<file path="config.mk">
export PLATFORM = sky130hd
export DESIGN_NAME = mem_arbiter
export DESIGN_NICKNAME = d
export VERILOG_FILES = /design/src/rtl/mem_arbiter.sv
export SDC_FILE = /design/constraint.sdc
export NUM_CORES = 1
export LEC_CHECK = 0
export CORE_MARGIN = 4
export CORE_UTILIZATION = 25
export CTS_CLUSTER_DIAMETER = 40
export CTS_CLUSTER_SIZE = 25
export DETAILED_ROUTE_END_ITERATION = 12
export GPL_TIMING_DRIVEN = 0
export PLACE_DENSITY_LB_ADDON = 0.08
export SLEW_MARGIN = 25
export SYNTH_ARGS = -nofsm -noshare
export SYNTH_HDL_FRONTEND = slang
export SYNTH_SLANG_ARGS = --single-unit
export TNS_END_PERCENT = 20
</file>
<file path="constraint.sdc">
create_clock -name clk -period 3.15 [get_ports clk]
set_input_delay 0.63 -clock clk [delete_from_list [all_inputs] [get_ports clk]]
set_output_delay 0.63 -clock clk [all_outputs]
set_load 0.02 [all_outputs]
</file>
<file path="src/rtl/mem_arbiter.sv">
// Time-shares the single memory-controller request port between icache line
// refills (split into word reads) and load/store-buffer accesses.
module mem_arbiter #(
   parameter int LINE_WORDS = 4,
   parameter int IDX_W      = 2
) (
   input  logic             clk,
   input  logic             rst,
   input  logic             rdy,
   input  logic             rollback,
   input  logic             io_buffer_full,
   // icache refill side
   input  logic             ic_req,
   input  logic [31:0]      ic_addr,
   output logic             ic_word_valid,
   output logic [IDX_W-1:0] ic_word_idx,
   output logic [31:0]      ic_word,
   output logic             ic_done,
   // load/store buffer side
   input  logic             lsb_req,
   input  logic             lsb_wr,
   input  logic [31:0]      lsb_addr,
   input  logic [2:0]       lsb_type,
   input  logic [31:0]      lsb_st_val,
   output logic             lsb_done,
   output logic [31:0]      lsb_ld_val,
   // memory controller side
   output logic             mc_enable,
   output logic             mc_wr,
   output logic [31:0]      mc_addr,
   output logic [2:0]       mc_type,
   output logic [31:0]      mc_st_val,
   input  logic             mc_done,
   input  logic [31:0]      mc_result
);

   typedef enum logic [2:0] {IDLE, IF_BUSY, LS_BUSY, DRAIN, GAP} state_t;

   localparam logic [IDX_W-1:0] LAST_IDX = IDX_W'(LINE_WORDS - 1);
   localparam logic [2:0]       TYPE_LW  = 3'b010;

   state_t           state, state_nxt;
   logic             last_ls;      // 1: the LSB won the most recent grant
   logic [IDX_W-1:0] cnt;
   logic [31:0]      line_base;

   logic lsb_ok, done_seen;
   logic grant_if, grant_ls, reissue, drop, word_ok, ls_ok;

   // A store to the UART window must wait while its buffer is full.
   assign lsb_ok    = lsb_req && !(lsb_wr && lsb_addr[17:16] == 2'b11 && io_buffer_full);
   assign done_seen = mc_enable && mc_done;

   always_ff @(posedge clk or negedge rst) begin
      if (!rst)
         state <= IDLE;
      else if (rdy)
         state <= state_nxt;
   end

   always_comb begin
      state_nxt = state;
      grant_if  = 1'b0;
      grant_ls  = 1'b0;
      reissue   = 1'b0;
      drop      = 1'b0;
      word_ok   = 1'b0;
      ls_ok     = 1'b0;
      case (state)
         IDLE: begin
            if (!rollback) begin
               if (ic_req && lsb_ok) begin
                  grant_if = last_ls;
                  grant_ls = !last_ls;
               end else begin
                  grant_if = ic_req;
                  grant_ls = lsb_ok;
               end
            end
            if (grant_if)      state_nxt = IF_BUSY;
            else if (grant_ls) state_nxt = LS_BUSY;
         end
         IF_BUSY: begin
            if (!mc_enable) begin
               // Between words nothing is in flight, so rollback can leave now.
               if (rollback) state_nxt = GAP;
               else          reissue   = 1'b1;
            end else if (mc_done) begin
               drop = 1'b1;
               if (rollback) begin
                  state_nxt = GAP;
               end else begin
                  word_ok = 1'b1;
                  if (cnt == LAST_IDX) state_nxt = GAP;
               end
            end else if (rollback) begin
               state_nxt = DRAIN;
            end
         end
         LS_BUSY: begin
            if (done_seen) begin
               drop      = 1'b1;
               ls_ok     = mc_wr || !rollback;
               state_nxt = GAP;
            end else if (rollback && !mc_wr) begin
               state_nxt = DRAIN;
            end
         end
         DRAIN: begin
            if (done_seen) begin
               drop      = 1'b1;
               state_nxt = GAP;
            end
         end
         GAP:     state_nxt = IDLE;
         default: state_nxt = IDLE;
      endcase
   end

   always_ff @(posedge clk or negedge rst) begin
      if (!rst) begin
         last_ls       <= 1'b0;
         cnt           <= '0;
         line_base     <= '0;
         ic_word_valid <= 1'b0;
         ic_word_idx   <= '0;
         ic_word       <= '0;
         ic_done       <= 1'b0;
         lsb_done      <= 1'b0;
         lsb_ld_val    <= '0;
         mc_enable     <= 1'b0;
         mc_wr         <= 1'b0;
         mc_addr       <= '0;
         mc_type       <= '0;
         mc_st_val     <= '0;
      end else if (rdy) begin
         ic_word_valid <= 1'b0;
         ic_done       <= 1'b0;
         lsb_done      <= 1'b0;
         if (grant_if) begin
            last_ls   <= 1'b0;
            line_base <= ic_addr;
            cnt       <= '0;
            mc_enable <= 1'b1;
            mc_wr     <= 1'b0;
            mc_addr   <= ic_addr;
            mc_type   <= TYPE_LW;
            mc_st_val <= '0;
         end
         if (grant_ls) begin
            last_ls   <= 1'b1;
            mc_enable <= 1'b1;
            mc_wr     <= lsb_wr;
            mc_addr   <= lsb_addr;
            mc_type   <= lsb_type;
            mc_st_val <= lsb_st_val;
         end
         if (reissue) begin
            mc_enable <= 1'b1;
            mc_addr   <= line_base + {{(30-IDX_W){1'b0}}, cnt, 2'b00};
         end
         if (drop)
            mc_enable <= 1'b0;
         if (word_ok) begin
            ic_word_valid <= 1'b1;
            ic_word       <= mc_result;
            ic_word_idx   <= cnt;
            if (cnt == LAST_IDX) ic_done <= 1'b1;
            else                 cnt     <= cnt + 1'b1;
         end
         if (ls_ok) begin
            lsb_done <= 1'b1;
            if (!mc_wr) lsb_ld_val <= mc_result;
         end
      end
   end

endmodule
</file>
==> results_dict.tcl, run 1 <==
set metrics [dict create \
    drive_above_1_share 0.147 \
    crit_path_end_kind "flop" \
    dieArea_um2 35100 \
    holdCritPathClass "in -> async" \
    regArea_um2 4400 \
    setup_violations 0 \
    yosysSeqAreaShare 0.548 \
    worstPathMaxFanout 10 \
    cts_buffers 17 \
    rsz0062_at_grt "false" \
    ys_top_cells_by_area "dfrtp_1 55%, mux2_2 11%, nand2_1 9.3%" \
    drt_iter0_markers 476 \
    synthFlopType "dfrtp_1" \
    final_cell_area_um2 12000 \
    post-dp-hpwl_mm 21.0 \
    criticalPathCategory "in -> reg" \
    grt_usage 0.160 \
    ios 278 \
    synth_top_area_share 0.548 \
    syn2layout_area_growth_pct 49.2 \
    ys_seq_elements 176 \
    crit_buf_inv 3 \
    row_count 65 \
    p_int_mw 6.78 \
    routed_via_density 4.59 \
    p_per_area_nw_per_um2 895 \
    cts_tree "done" \
    swShare 0.368 \
    fin_setup_tns_ns 0 \
    drc_errors 0 \
    die_w_um 187 \
    async_flop_share 1.00 \
    max_freq_mhz 346 \
    p_leak_nw 5.07 \
    antenna_left 0 \
    syn_inst 768 \
    clock_latency_ns 0.44 \
    drt_wl_total_mm 28.1 \
    num_vias 6803 \
    multi_input_area_um2 3380 \
    synth.distinct_cells 52 \
    pwr-share-comb 0.422 \
    crit_required_ns 3.44 \
    wl_per_cell_um 19.0 \
    antennaDiodeCount 0 \
    status "completed" \
    htree_num_levels 4 \
    root_buffer "clkbuf_16" \
    synth_top_area_cell "dfrtp_1" \
    crit_chain "clkdlybuf4s50_1, or3_1, or2_2, buf_2, nor2_1, clkbuf_1, a21oi_1" \
    finalWeightedCongestion 0.762 \
    drv_slew 0 \
    grt_max_degree 78 \
    cts_buffer_depth 2 \
    pwr-share-seq 0.367 \
    gr-total-overflow 0 \
    numClockSinks 176 \
    ir_drop_mv 0.383 \
    fin_skew_ns 0.0183 \
    critPathLaunchType "input pin" \
    fin_nets 1210 \
    cp_slowest_cell "clkdlybuf4s50_1" \
    ys_warn_count 0 \
    min_period_ns 2.89 \
    fillers 3166 \
    core_area_um2 31600 \
    netlist_area_um2 8030 \
    cp_data_arrival_time_ns 3.18 \
    maxCapViolCount 0 \
    grt_pass1_vias 7125 \
    relSlewSlack 0.469 \
    post-route-util 0.379 \
    die_y_um 187 \
    initial_core_util 0.254 \
    worst_slew_pin_slew_ns 0.791 \
    slowest_delay_ns 0.55 \
    p_switching_mw 3.95 \
    port-buffer-count 277 \
    finalHoldViolations 0 \
    antenna_found_initial 4 \
    grt_pass1_wl_mm 43.9 \
    dr.pass1.iters 5 \
    synth-edff-count 0 \
    post-route-period-util 0.917 \
    clock_power_share 0.211 \
    hold_slack_ns 0.188 \
    syn_area_per_cell_um2 10.5 \
    clk_pin_slew_ns 0.07 \
    finalPower_mw 10.7 \
    crit_family "buffers and inverters" \
    syn-num-nets 912 \
    place_area_um2 11400 \
]
==> worst paths after layout <==
check | start | end | slack, ns | cells past startpoint
hold reg to reg | line_base[0]$_DFFE_PN0P_ | line_base[0]$_DFFE_PN0P_ | 0.47 | 2
max in group asynchronous | rst | line_base[28]$_DFFE_PN0P_ | 2.19 | 2
setup reg to reg | cnt[0]$_DFFE_PN0P_ | mc_addr[22]$_DFFE_PN0P_ | 0.54 | 7
min in group clk | line_base[0]$_DFFE_PN0P_ | line_base[0]$_DFFE_PN0P_ | 0.47 | 2
setup / recovery | rollback | mc_addr[26]$_DFFE_PN0P_ | 0.26 | 7
hold / removal | rst | ic_word[19]$_DFFE_PN0P_ | 0.19 | 1
==> synth_stat cells, types with 2 or more instances <==
| master | count |
|---|---|
| and4_1 | 4 |
| nand2_1 | 199 |
| xnor2_1 | 20 |
| buf_2 | 26 |
| buf_6 | 5 |
| a21oi_1 | 34 |
| o21ai_0 | 44 |
| mux2_2 | 78 |
| nor3_1 | 12 |
| clkbuf_1 | 13 |
| dfrtp_1 | 176 |
| inv_1 | 4 |
| xor2_1 | 6 |
| a22o_1 | 4 |
| o22ai_1 | 10 |
| ha_1 | 3 |
| a31oi_1 | 3 |
| nor4_1 | 8 |
| and3_1 | 7 |
| nor2_1 | 22 |
| or3_1 | 4 |
| nand4_1 | 11 |
| or2_1 | 2 |
| o211ai_1 | 2 |
| o221a_2 | 5 |
| nand2b_1 | 8 |
| a21o_1 | 2 |
| mux2i_1 | 5 |
| o221ai_2 | 3 |
| o2bb2ai_1 | 7 |
| nor2b_1 | 2 |
| nand3_1 | 17 |
| a221oi_1 | 2 |
| nor2_2 | 2 |
==> placed cells by master (no fill, tap or decap), types with 4 or more instances in the layout <==
| cell | netlist | routed |
|---|---|---|
| clkdlybuf4s50_1 | 0 | 276 |
| nand2_1 | 199 | 199 |
| dfrtp_1 | 176 | 176 |
| mux2_2 | 78 | 78 |
| o21ai_0 | 44 | 44 |
| a21oi_1 | 34 | 34 |
| buf_2 | 26 | 26 |
| nor2_1 | 22 | 22 |
| xnor2_1 | 20 | 20 |
| nand3_1 | 17 | 17 |
| clkbuf_16 | 0 | 17 |
| clkbuf_1 | 13 | 15 |
| nor3_1 | 12 | 12 |
| nand4_1 | 11 | 11 |
| o22ai_1 | 10 | 10 |
| nand2b_1 | 8 | 8 |
| nor4_1 | 8 | 8 |
| and3_1 | 7 | 7 |
| o2bb2ai_1 | 7 | 7 |
| xor2_1 | 6 | 6 |
| buf_6 | 5 | 5 |
| mux2i_1 | 5 | 5 |
| o221a_2 | 5 | 5 |
| inv_1 | 4 | 4 |
| and4_1 | 4 | 4 |
| or3_1 | 4 | 4 |
| a22o_1 | 4 | 4 |
| inv_6 | 0 | 4 |
==> power groups by stage <==
stage	logic, mW	registers, mW	clock network (mW)
after floorplan	1.46	4.75	0
after global placement	4.55	3.96	0
after detailed placement	4.58	3.97	0
after CTS	4.59	3.95	2.35
after global routing	4.87	4.09	2.43
final	4.53	3.94	2.26
==> through the flow <==
stage / worst slack (ns) / cells
after CTS: 0.0688 / 1481
final: 0.262 / 1481
after global placement: -6.87 / 1447
after global routing: 0.0792 / 1481
after detailed placement: -0.410 / 1449
after floorplan: 0.810 / 768
==> layout make-up <==
class,instances,area share
sequential,176,0.367
multi-input combinational,543,0.282
timing repair buffer,279,0.236
tap,402,0.0420
clock buffer,19,0.0361
buffer,45,0.0203
clock inverter,13,0.0146
inverter,4,0.00125
==> kinds of logic after synthesis <==
kind of cell | count (synthesis) | synth area share
AO/OA/AOI/OAI | 126 | 0.101
XOR/XNOR | 26 | 0.0283
adder cells (fa/ha/maj) | 4 | 0.00716
buffers and inverters | 49 | 0.0321
flip-flops | 176 | 0.548
multiplexers | 83 | 0.116
AND/OR/NAND/NOR | 304 | 0.168
==> timing repair <==
item | CTS | global route
hold buffers | 0 | 0
gates resized for setup | 0 | 1
setup endpoints to repair | 0 | 10
setup buffers | 0 | 0
==> sequential cells by signal, summed over array words and instances (netlist names), 2 cells and up <==
signal       cells
cnt              2
lsb_ld_val      32
line_base       32
mc_type          3
ic_word         32
mc_st_val       32
mc_addr         32
ic_word_idx      2
state            3
==> worst reg2reg max path, delay by kind of cell, from the launching register on <==
family	cells	cell delay [ns]
AND/OR/NAND/NOR	3	1.15
adder cells (fa/ha/maj)	2	0.49
XOR/XNOR	1	0.19
AO/OA/AOI/OAI	1	0.27
flip-flops	1	0.43
==> per-layer routing <==
layer / wire (um) / part of all wire / GRT usage
met1: 13000 / 0.46 / 0.216
met2: 12500 / 0.45 / 0.246
met3: 2240 / 0.080 / 0.0582
met4: 299 / 0.011 / 0.0358
met5: 62 / 0.0022 / 0
Power figures use the tool's default switching activity.
==> run 2: changes to the inputs <==
- ABC_AREA: unset -> 1
==> results_dict.tcl, run 2 <==
set metrics [dict create \
    status "completed" \
    max_freq_mhz 424 \
    p_per_area_nw_per_um2 884 \
    cts_buffers 17 \
    synth_top_area_cell "dfrtp_1" \
    finalHoldViolations 0 \
    yosysMostFrequentCell "nand2_1" \
    synthAdderAreaFrac 0.00651 \
    num_vias 8621 \
    antennaDiodeCount 0 \
    p_switching_mw 4.43 \
    antenna_left 0 \
    gr-total-overflow 0 \
    die_y_um 196 \
    async_flop_share 1.00 \
    min_period_ns 2.36 \
    drt_iter0_markers 432 \
    yosysSeqAreaShare 0.499 \
    cp_num_cells 9 \
    dieArea_um2 38400 \
    crit_family "buffers and inverters" \
    setup_violations 0 \
    worst_slew_pin_slew_ns 0.614 \
    holdCritPathClass "in -> async" \
    synthFlopType "dfrtp_1" \
    synth.distinct_cells 36 \
    ys_warn_count 0 \
    cts_tree "done" \
    worstPathMaxFanout 10 \
    crit_path_end_kind "flop" \
    cts-resized-gates 0 \
    rsz0062_at_grt "false" \
    synth_top_area_share 0.499 \
    root_buffer "clkbuf_16" \
    post-dp-hpwl_mm 26.4 \
    grt_pass1_vias 8904 \
    ir_drop_mv 0.453 \
    fillers 3706 \
    final_common_cell "nand2_1" \
    syn_inst 1154 \
    grt_pass1_wl_mm 53.0 \
    drive_above_1_share 0.0602 \
    relSlewSlack 0.591 \
    slowest_delay_ns 0.60 \
    drt_wl_total_mm 33.9 \
    worst-r2r-cell-count 12 \
    dr.pass1.iters 5 \
    port-buffer-count 276 \
    syn-num-nets 1298 \
    final_cell_area_um2 12900 \
    syn2layout_area_growth_pct 46.0 \
    clock_latency_ns 0.45 \
    grt_max_degree 64 \
    clk_pin_slew_ns 0.07 \
    core_area_um2 34700 \
    row_count 68 \
    antenna_found_initial 3 \
    synth_compound_area_frac 0.0905 \
    drc_errors 0 \
    cts_setup_buffers 0 \
    p_leak_nw 6.15 \
    die_w_um 196 \
    p_int_mw 6.98 \
    drv_slew 0 \
    htree_num_levels 4 \
    finalWeightedCongestion 0.863 \
    holdBufCountCts 0 \
    numClockSinks 176 \
    reg2reg_slack_ns 0.97 \
    pwr-share-seq 0.349 \
    cts_buffer_depth 2 \
    crit_required_ns 3.48 \
    synth-edff-count 0 \
    crit_path_frequent_cell "nand2_1" \
    critPathLaunchType "input pin" \
    crit_chain "clkdlybuf4s50_1, nand2_1, o21a_1, buf_2, nand4_2, nand3_2, buf_4, nand3_1, nand2_1" \
    cp_data_arrival_time_ns 2.69 \
    routed_via_density 4.50 \
    grt_usage 0.177 \
    synth_xor_area_frac 0.00793 \
    final_cell_mix "360 x nand2_1, 275 x clkdlybuf4s50_1, 176 x dfrtp_1, 150 x inv_1, 87 x nand3_1" \
    reg2reg_from "cnt[1]$_DFFE_PN0P_" \
    wl_per_cell_um 17.7 \
    maxCapViolCount 0 \
    crit_buf_inv 3 \
    ys_top_cells_by_area "dfrtp_1 50%, nand2_1 15%, inv_1 6.4%" \
    cp_slowest_cell "clkdlybuf4s50_1" \
    criticalPathCategory "in -> reg" \
    post-route-util 0.372 \
    synth_common_cells "360 x nand2_1, 176 x dfrtp_1, 150 x inv_1" \
    swShare 0.388 \
    ys_seq_elements 176 \
    netlist_area_um2 8830 \
    synthSimpleGateAreaFrac 0.296 \
    pwr-share-comb 0.432 \
    clock_power_share 0.218 \
    initial_core_util 0.255 \
    fin_skew_ns 0.0148 \
    syn_area_per_cell_um2 7.66 \
    synth_top_family_by_area "simple AND/OR/NAND/NOR gates" \
    synth_mux_area_frac 0 \
    ios 278 \
    fin_nets 1595 \
    r2r-end "mc_addr[27]$_DFFE_PN0P_" \
    fin_setup_tns_ns 0 \
    place_area_um2 12200 \
    post-route-period-util 0.749 \
]
[run 2: logic make-up (layout without fill, tap and decap cells)]
| family | after synthesis | in the layout |
|---|---|---|
| AO/OA/AOI/OAI | 155 | 155 |
| XOR/XNOR | 8 | 8 |
| adder cells (fa/ha/maj) | 4 | 4 |
| buffers and inverters | 217 | 525 |
| flip-flops | 176 | 176 |
| AND/OR/NAND/NOR | 594 | 594 |
[run 2: metrics by stage]
stage | total power, mW | setup WS (ns) | hold WS [ns] | cells
after floorplan | 6.42 | 1.34 | 0.334 | 1154
after global placement | 8.96 | -6.83 | 0.455 | 1885
after detailed placement | 8.98 | 0.257 | 0.462 | 1887
after CTS | 11.6 | 0.747 | 0.0896 | 1917
after global routing | 12.2 | 0.668 | 0.109 | 1917
final | 11.4 | 0.790 | 0.0886 | 1917
[run 2: area by class of cell]
type	instances	area, um2	share of cell area
flip-flops and latches	176	4400	0.342
inverters	153	577	0.0447
clock inverters	12	230	0.0179
multi-input cells	761	3540	0.275
clock buffers	18	439	0.0341
plain buffers	64	312	0.0242
repair buffers	278	2820	0.219
well taps	455	569	0.0441
[run 2: power by group through the flow]
stage	registers, mW	clock network (mW)	logic [mW]
after floorplan	4.81	0	1.61
after global placement	4.00	0	4.96
after detailed placement	3.99	0	4.99
after CTS	3.98	2.57	5.00
after global routing	4.12	2.66	5.42
final	3.98	2.49	4.93
[run 2: worst max path at each step]
| stage | start | slack (ns) | endpoint |
|---|---|---|---|
| after CTS | lsb_addr[17] | 0.75 | mc_addr[23]$_DFFE_PN0P_ |
| after global placement | rst | -6.83 | mc_addr[28]$_DFFE_PN0P_ |
| after floorplan | cnt[0]$_DFFE_PN0P_ | 1.34 | mc_addr[6]$_DFFE_PN0P_ |
| after detailed placement | lsb_addr[17] | 0.26 | mc_addr[23]$_DFFE_PN0P_ |
| final | lsb_addr[17] | 0.79 | mc_addr[23]$_DFFE_PN0P_ |
| after global routing | cnt[1]$_DFFE_PN0P_ | 0.67 | mc_addr[27]$_DFFE_PN0P_ |
[run 2: metal layers]
metal	GRT usage	vias to the layer above	routed length, um
li1	-	4292	-
met1	0.240	4021	15900
met2	0.270	268	14600
met3	0.0680	34	2910
met4	0.0388	6	466
met5	0	-	45
[run 2: worst reg2reg max path: stages, from the launching register on]
cell     delay [ns]
dfrtp_1        0.46
ha_1           0.31
nand2_1        0.06
nand2_1        0.08
nand3_1        0.22
nor2_2         0.37
nand2_1        0.09
nand2_1        0.06
nand2_1        0.08
nand2_1        0.09
nand2_1        0.09
nand2_1        0.08
nand2_1        0.06
==> run 3: changes to the inputs <==
- clock period: 3.15 -> 2.3 ns (I/O delays scaled with it)
==> results_dict.tcl, run 3 (synthesis results as in run 2) <==
set metrics [dict create \
    status "completed" \
    syn2layout_area_growth_pct 46.3 \
    dr.pass1.iters 4 \
    grt_pass1_vias 8904 \
    initial_core_util 0.255 \
    drc_errors 0 \
    relSlewSlack 0.590 \
    finalHoldViolations 0 \
    gr-total-overflow 0 \
    antennaDiodeCount 0 \
    maxCapViolCount 0 \
    root_buffer "clkbuf_16" \
    slowest_delay_ns 0.54 \
    htree_num_levels 4 \
    drt_iter0_markers 407 \
    crit_buf_inv 2 \
    die_y_um 196 \
    rsz0062_at_grt "true" \
    pre_cts_ws_ns -0.423 \
    crit_required_ns 2.69 \
    drv_slew 0 \
    min_period_ns 2.20 \
    clk_pin_slew_ns 0.08 \
    ir_drop_mv 0.621 \
    criticalPathCategory "in -> reg" \
    crit_family "buffers and inverters" \
    p_leak_nw 6.16 \
    setup_ws_ns 0.0985 \
    routed_via_density 4.49 \
    fin_skew_ns 0.0140 \
    grt_max_degree 64 \
    antenna_found_initial 3 \
    ios 278 \
    crit_chain "clkdlybuf4s50_1, a21oi_2, clkbuf_1, nand4_1, nand3_1, nand3_1, nand2_1" \
    fin_nets 1597 \
    place_area_um2 12200 \
    worstPathMaxFanout 10 \
    critPathLaunchType "input pin" \
    row_count 68 \
    fillers 3702 \
    drive_above_1_share 0.0628 \
    antenna_left 0 \
    dieArea_um2 38400 \
    finalPower_mw 15.6 \
    core_area_um2 34700 \
    holdCritPathClass "in -> reg" \
    port-buffer-count 276 \
    final_cells 1919 \
    crit_path_end_kind "flop" \
    finalWeightedCongestion 0.863 \
    p_per_area_nw_per_um2 1210 \
    cts_buffers 17 \
    setup_violations 0 \
    grt_pass1_wl_mm 53.0 \
    final_cell_mix "359 x nand2_1, 275 x clkdlybuf4s50_1, 176 x dfrtp_1, 150 x inv_1, 86 x nand3_1" \
    post-route-period-util 0.957 \
    crit_path_frequent_cell "nand3_1" \
    final_common_cell "nand2_1" \
    worst_slew_pin_slew_ns 0.615 \
    cp_data_arrival_time_ns 2.59 \
    cts_tree "done" \
    final_cell_area_um2 12900 \
    num_vias 8615 \
    max_freq_mhz 454 \
    cts_buffer_depth 2 \
    placedCellCount 1887 \
    wl_per_cell_um 17.7 \
    post-dp-hpwl_mm 26.4 \
    grt_usage 0.177 \
    die_w_um 196 \
    cp_slowest_cell "clkdlybuf4s50_1" \
    clock_latency_ns 0.45 \
    drt_wl_total_mm 34.0 \
    numClockSinks 176 \
]
## run 3: what timing repair did
action | 4_1_cts | 5_1_grt
hold buffers | 1 | 0
hold endpoints to repair | 51 | 0
setup buffers | 0 | 1
endpoints found under the setup margin | 0 | 7
resized for setup | 0 | 4
## run 3: area by class of cell
| class | count | area, um2 | area share |
|---|---|---|---|
| inverters | 153 | 577 | 0.0446 |
| clock buffers | 18 | 439 | 0.0340 |
| plain buffers | 64 | 312 | 0.0241 |
| flip-flops and latches | 176 | 4400 | 0.341 |
| well taps | 455 | 569 | 0.0440 |
| multi-input cells | 761 | 3560 | 0.275 |
| clock inverters | 12 | 230 | 0.0178 |
| repair buffers | 280 | 2840 | 0.220 |
## run 3: tightest hold or removal path, stage by stage
cell	delay, ns
buf_2	0.16
nand2_1	0.08
nand2_1	0.04
## run 3: per-layer routing
| metal | part of all wire | global-route usage | wire length [um] |
|---|---|---|---|
| met1 | 0.47 | 0.240 | 16000 |
| met2 | 0.43 | 0.270 | 14600 |
| met3 | 0.084 | 0.0680 | 2870 |
| met4 | 0.014 | 0.0388 | 466 |
| met5 | 0.0013 | 0 | 45 |
## run 3: worst paths after layout
path                                             to  depth (start not counted)                     start  slack [ns]
setup / recovery            mc_addr[19]$_DFFE_PN0P_                          7                  rollback         0.1
hold / removal                 lsb_done$_DFFE_PN0P_                          3                       rdy        0.34
setup reg to reg            mc_addr[23]$_DFFE_PN0P_                         10      state[1]$_DFFE_PN0P_        0.17
hold reg to reg            line_base[0]$_DFFE_PN0P_                          2  line_base[0]$_DFFE_PN0P_        0.48
max in group asynchronous   mc_addr[26]$_DFFE_PN0P_                          3                       rst        1.06
min in group asynchronous   ic_word[17]$_DFFE_PN0P_                          2                       rst        0.51
## run 3: report_power, final
group	switching (mW)	internal, mW
logic	3.72	3.05
registers	1.01	4.44
clock network	1.34	2.07
## run 3: stage by stage
stage	TNS (ns)	hold WS (ns)	util
2_1_floorplan	0	0.164	-
3_3_place_gp	-1340.33	0.455	0.350
3_5_place_dp	-28.50	0.415	0.352
4_1_cts	0	0.312	0.372
5_1_grt	-0.0113	0.335	0.372
6_report	0	0.338	0.372
